===== config.mk =====
export PLATFORM = sky130hd
export DESIGN_NAME = sub12u_pipe
export DESIGN_NICKNAME = d
export VERILOG_FILES = /design/src/rtl/sub12u_pipe_pkg.sv /design/src/rtl/sub12u_pipe_sub_slice.sv /design/src/rtl/sub12u_pipe.sv
export SDC_FILE = /design/constraint.sdc
export NUM_CORES = 1
export LEC_CHECK = 0
export ABC_AREA = 1
export BUFFER_PORTS_ARGS = -buffer_cell sky130_fd_sc_hd__buf_2
export CAP_MARGIN = 20
export CORE_MARGIN = 2
export CORE_UTILIZATION = 45
export DETAILED_ROUTE_END_ITERATION = 10
export PLACE_DENSITY = 0.7
export SYNTH_ARGS = -nofsm -noshare
export SYNTH_HDL_FRONTEND = slang
export SYNTH_SLANG_ARGS = --single-unit

===== constraint.sdc =====
create_clock -name clk -period 4 [get_ports clk]
set_input_delay 0.8 -clock clk [delete_from_list [all_inputs] [get_ports clk]]
set_output_delay 0.8 -clock clk [all_outputs]
set_load 0.1 [all_outputs]

===== src/rtl/sub12u_pipe_pkg.sv =====
// Shared types and helpers for the pipelined 12-bit unsigned subtractor.
package sub_pkg;

  localparam int WIDTH_DEF = 12;
  localparam int SPLIT_DEF = 6;

  // Stage-1 register contents at the default geometry.
  typedef struct packed {
    logic [SPLIT_DEF-1:0]           d_lo;
    logic                           b_lo;
    logic [WIDTH_DEF-SPLIT_DEF-1:0] a_hi;
    logic [WIDTH_DEF-SPLIT_DEF-1:0] b_hi;
  } s1_t;

  // Reference result {borrow, diff}; the extra MSB of the widened
  // subtraction is exactly the borrow out.
  function automatic logic [WIDTH_DEF:0] ref_sub(input logic [WIDTH_DEF-1:0] a,
                                                 input logic [WIDTH_DEF-1:0] b);
    logic [WIDTH_DEF:0] r;
    r = {1'b0, a} - {1'b0, b};
    return r;
  endfunction

endpackage


===== src/rtl/sub12u_pipe_sub_slice.sv =====
// N-bit combinational ripple-borrow subtractor built from full-subtractor cells.

// One-bit full subtractor: d = a - b - bin, bout = borrow out.
module sub_fs (
  input  logic a,
  input  logic b,
  input  logic bin,
  output logic d,
  output logic bout
);
  assign d    = a ^ b ^ bin;
  assign bout = (~a & b) | (~(a ^ b) & bin);
endmodule

module sub_slice #(
  parameter int N = 6
) (
  input  logic [N-1:0] a,
  input  logic [N-1:0] b,
  input  logic         bin,
  output logic [N-1:0] d,
  output logic         bout
);
  // Borrow chain: bc[i] enters bit i, bc[N] leaves the slice.
  logic [N:0] bc;

  assign bc[0] = bin;

  for (genvar i = 0; i < N; i++) begin : g_bit
    sub_fs u_fs (
      .a    (a[i]),
      .b    (b[i]),
      .bin  (bc[i]),
      .d    (d[i]),
      .bout (bc[i+1])
    );
  end

  assign bout = bc[N];
endmodule


===== src/rtl/sub12u_pipe.sv =====
// Two-stage exact unsigned subtractor O = {borrow, A-B} with valid/ready
// handshakes and full backpressure. Low slice computed before the s1
// register, high slice (with the registered low borrow) before the output.
module sub12u_pipe
  import sub_pkg::*;
#(
  parameter int WIDTH = WIDTH_DEF,
  parameter int SPLIT = SPLIT_DEF
) (
  input  logic             clk,
  input  logic             rst,
  input  logic             in_valid,
  output logic             in_ready,
  input  logic [WIDTH-1:0] A,
  input  logic [WIDTH-1:0] B,
  output logic             out_valid,
  input  logic             out_ready,
  output logic [WIDTH:0]   O
);
  localparam int HI = WIDTH - SPLIT;

  // Stage-1 layout for this geometry (matches s1_t at the defaults).
  typedef struct packed {
    logic [SPLIT-1:0] d_lo;
    logic             b_lo;
    logic [HI-1:0]    a_hi;
    logic [HI-1:0]    b_hi;
  } s1_w_t;

  s1_w_t          s1;
  logic           s1_valid;
  logic [SPLIT-1:0] lo_d;
  logic           lo_b;
  logic [HI-1:0]  hi_d;
  logic           hi_b;
  logic           accept;
  logic           s2_load;
  logic           xfer;

  sub_slice #(.N(SPLIT)) u_lo (
    .a    (A[SPLIT-1:0]),
    .b    (B[SPLIT-1:0]),
    .bin  (1'b0),
    .d    (lo_d),
    .bout (lo_b)
  );

  sub_slice #(.N(HI)) u_hi (
    .a    (s1.a_hi),
    .b    (s1.b_hi),
    .bin  (s1.b_lo),
    .d    (hi_d),
    .bout (hi_b)
  );

  // Output stage moves when empty or draining; s1 refills behind it.
  assign s2_load  = s1_valid & (~out_valid | out_ready);
  assign in_ready = ~s1_valid | s2_load;
  assign accept   = in_valid & in_ready;
  assign xfer     = out_valid & out_ready;

  // Stage 1: capture low difference/borrow and raw high operands on accept.
  always_ff @(posedge clk) begin
    if (rst) begin
      s1_valid <= 1'b0;
      s1       <= '0;
    end else if (accept) begin
      s1_valid <= 1'b1;
      s1.d_lo  <= lo_d;
      s1.b_lo  <= lo_b;
      s1.a_hi  <= A[WIDTH-1:SPLIT];
      s1.b_hi  <= B[WIDTH-1:SPLIT];
    end else if (s2_load) begin
      s1_valid <= 1'b0;
    end
  end

  // Stage 2 / output: finish the high slice; hold while stalled.
  always_ff @(posedge clk) begin
    if (rst) begin
      out_valid <= 1'b0;
      O         <= '0;
    end else if (s2_load) begin
      out_valid <= 1'b1;
      O         <= {hi_b, hi_d, s1.d_lo};
    end else if (xfer) begin
      out_valid <= 1'b0;
    end
  end

endmodule


==> run summary <==
After detailed placement, the total cell area comes to 1920 um2. After routing, the total negative slack on setup checks comes to 0 ps. The final critical path time including I/O delays and setup is 3240 ps. The half-perimeter wire length after detailed placement came out at around 2.2 mm. The startpoint class of the critical path is a flip-flop. The number of maximum-capacitance violations came out at 0. The synthesized area per cell came out at 7.45 um2. The total number of placement rows came out at 22.

The number of global-route vias before repair is 1220. The cell area after synthesis is 1710 um2. The end of the worst register-to-register path is O[11].

By area the synthesized netlist is led by dfxtp_1 40%, fa_1 13%, nor2_1 9.9%. After synthesis, the largest family of logic cells by area is simple AND/OR/NAND/NOR gates. The total number of nets in the final design is 305. The count of buffers added on input and output ports is 42.

The worst endpoint required time came out at 4180 ps. The initial utilization of the core area, before any placement, comes to approximately 47%. The worst-skew pair later-pin latency is 290 ps. Setup repair after global routing left no endpoint under its margin. The total vias in the final route is 1417. The share of the synthesized area in the top cell type is 39.9%. The I/O pin total came out at 43. Of the cells placed in the final design, the portion with a size suffix greater than 1 is 19.5%. The multiplexer share of the synthesized area is 0%. The area of the core came out at 3660 um2.

The clock slew at the register clock pins of the worst setup and hold paths is 70 ps. The aggregate routed wire length is 3.02 mm. Clock tree synthesis inserted a total of 5 buffers. The net count after synthesis came out at 269. The instance count along the most critical hold path came out at 2. The H-tree generated during clock tree synthesis spans 2 levels.

The post-layout total power came out at roughly 860 uW. The highest achievable clock rate came out at 308 MHz. By count the netlist is led by 45 x nor2_1, 35 x inv_1, 34 x dfxtp_1. For this block, the initial DRC count from the detailed router was 48. The number of antenna violations at the first check in global routing came out at 0. The root buffer selected by CTS is clkbuf_8. The final standard cell count with taps included and fillers excluded is 314.

The final weighted congestion of routability-driven global placement is 0.690. The die span in x came out at 65.6 um. The area share of fa/ha/maj cells after synthesis came out at ~14%. The path class of the tightest hold or removal check is reg -> reg. The maximum vdd drop came out at ~170 uV.

The power density relative to cell area is 427 nW/um2. The worst-case register-to-register setup slack came out at 760 ps. The cell depth of the worst flop-to-flop path is 11. The simple logic cell fraction of the synthesized area is 28.0%. The synthesized design contains 34 register bits. For the final database, setup skew stands at 6.86 ps.

Synthesis instantiated 14 different standard cells from the library. The worst register-to-register path begins at s1[6]. The largest fanout of any net on the critical path came out at 2.

For this design, the CTS-stage hold fixing added 0 buffers. Yosys instantiated no cell more often than nor2_1. The antenna cell count came out at 0. The leakage power is between 0.001 and 0.0015 uW. The overall global routing resource usage came out at 15.8%.

For this run, the leading register cell type out of synthesis is dfxtp_1. The wire length of the first global-routing pass is 5.12 mm. Of the synthesized area, sequential elements account for 39.9%. The post-synthesis instance total is between 200 and 250. The global route total overflow is 0.

The count of pins over their slew limit is 0. The fraction of synthesis flops using an asynchronous set or reset pin is 0%. Summing the areas of all compound-gate instances in the mapped netlist gives 6.67% of the synthesized area. The pin count of the biggest net entering global routing came out at 40.

The maximum count of clock buffers along a single path came out at 2. TritonCTS built the clock tree. The final hold violation count was 0.

The most area-hungry cell type in the Yosys netlist is dfxtp_1. The die extent in y came out at 65.6 um. In this run the worst setup path terminates at O[11].

In this run the worst setup path begins at s1[6]. The quantity of gates resized following cts came out at 0. The number of buffers inserted by post-CTS setup repair is 0. The endpoint class of the critical path is a flip-flop. The cell area after layout came out at 2010 um2.

The area growth from synthesis to final layout is 17.7%. The instance count after placement with tap cells included is around 310. The number of enable flip-flop cells after synthesis is 0. The data arrival time of the worst path is about 3400 ps.

The total number of yosys warnings came out at 0. The final count of negative-setup-slack endpoints is 0. At the pin with the least slew margin, the transition time is 912 ps. The post-detailed-route DRC marker count is 0. The number of search-and-repair iterations in the first detailed-routing pass came out at 4. The run finished with clean final reports.

Clock tree synthesis found a total of 34 sinks. The headroom to the max-slew limit is 39.1%. In this run the remaining antenna-violating nets after routing total 0.

After detailed routing, the average wire length per cell comes to 9.62 um. The category of the most critical setup path is reg -> reg. The xor and xnor fraction of the mapped netlist area came out at 0%. The full die area is 4300 um2. The final period utilization is 81.1%. The post-route worst hold slack came out at 462 ps. The vias per cell is about 4.5.
==> area by class of cell <==
type	instances	area [um2]
multi-input combinational	145	825
tap	48	60.1
sequential	34	681
fill	377	1650
inverter	36	135
clock inverter	1	5.00
timing repair buffer	43	218
clock buffer	7	86.3
==> how the worst min path moves through the flow <==
stage | slack [ps] | end | startpoint
after CTS | 470 | O[12] | O[12]
final | 460 | O[9] | O[9]
after detailed placement | 450 | O[12] | O[12]
after floorplan | 440 | s1[13] | s1[13]
after global placement | 450 | O[10] | O[10]
after global routing | 480 | O[9] | O[9]
==> sequential cells by signal, indices dropped and copies added, names as in the netlist <==
register   count
out_valid      1
O             13
s1            19
s1_valid       1
==> critical path: stages, from the launching register on <==
cell and delay (ps):
dfxtp_1 380, fa_1 190, inv_1 50, fa_1 440, fa_1 470, fa_1 460, fa_1 420, inv_1 80
fa_1 370, nand3b_1 160, nand2_1 70, nor2_1 50
==> cell usage in the layout, fill, tap and decap left out <==
master / instances
fa_1: 11
nand3b_1: 8
a21oi_1: 21
ha_1: 1
buf_4: 1
clkbuf_1: 1
buf_2: 42
dfxtp_1: 34
nand2_1: 33
a21oi_2: 1
nand3_1: 25
inv_2: 1
inv_1: 35
clkbuf_8: 6
clkinv_2: 1
nor2_1: 45
==> cells by family after synthesis <==
| group | Yosys count |
|---|---|
| AOI/OAI and AO/OA | 22 |
| buffers and inverters | 50 |
| and+or+nand+nor | 111 |
| adders and majority gates | 12 |
| DFF | 34 |
==> power breakdown <==
part,total (uW),internal [uW],leakage (uW),switching [uW]
Sequential,382,366,0.000282,16.2
Combinational,218,65.3,0.000724,153
Clock,259,139,0.0000482,120
Total,859,570,0.00105,289
==> routing by layer <==
| layer | wire, um | global-route usage (%) |
|---|---|---|
| met5 | 0 | 0 |
| met4 | 72 | 8.59 |
| met3 | 182 | 5.31 |
| met2 | 1290 | 24.2 |
| met1 | 1470 | 19.5 |
==> metrics by stage <==
stage | worst slack [ps] | util (%)
floorplan | 870 | -
finish | 757 | 54.9
CTS | 727 | 54.9
global placement | 723 | 52.4
global route | 583 | 54.9
detailed placement | 692 | 52.4
Note: power is estimated with default switching activity, not from simulation.
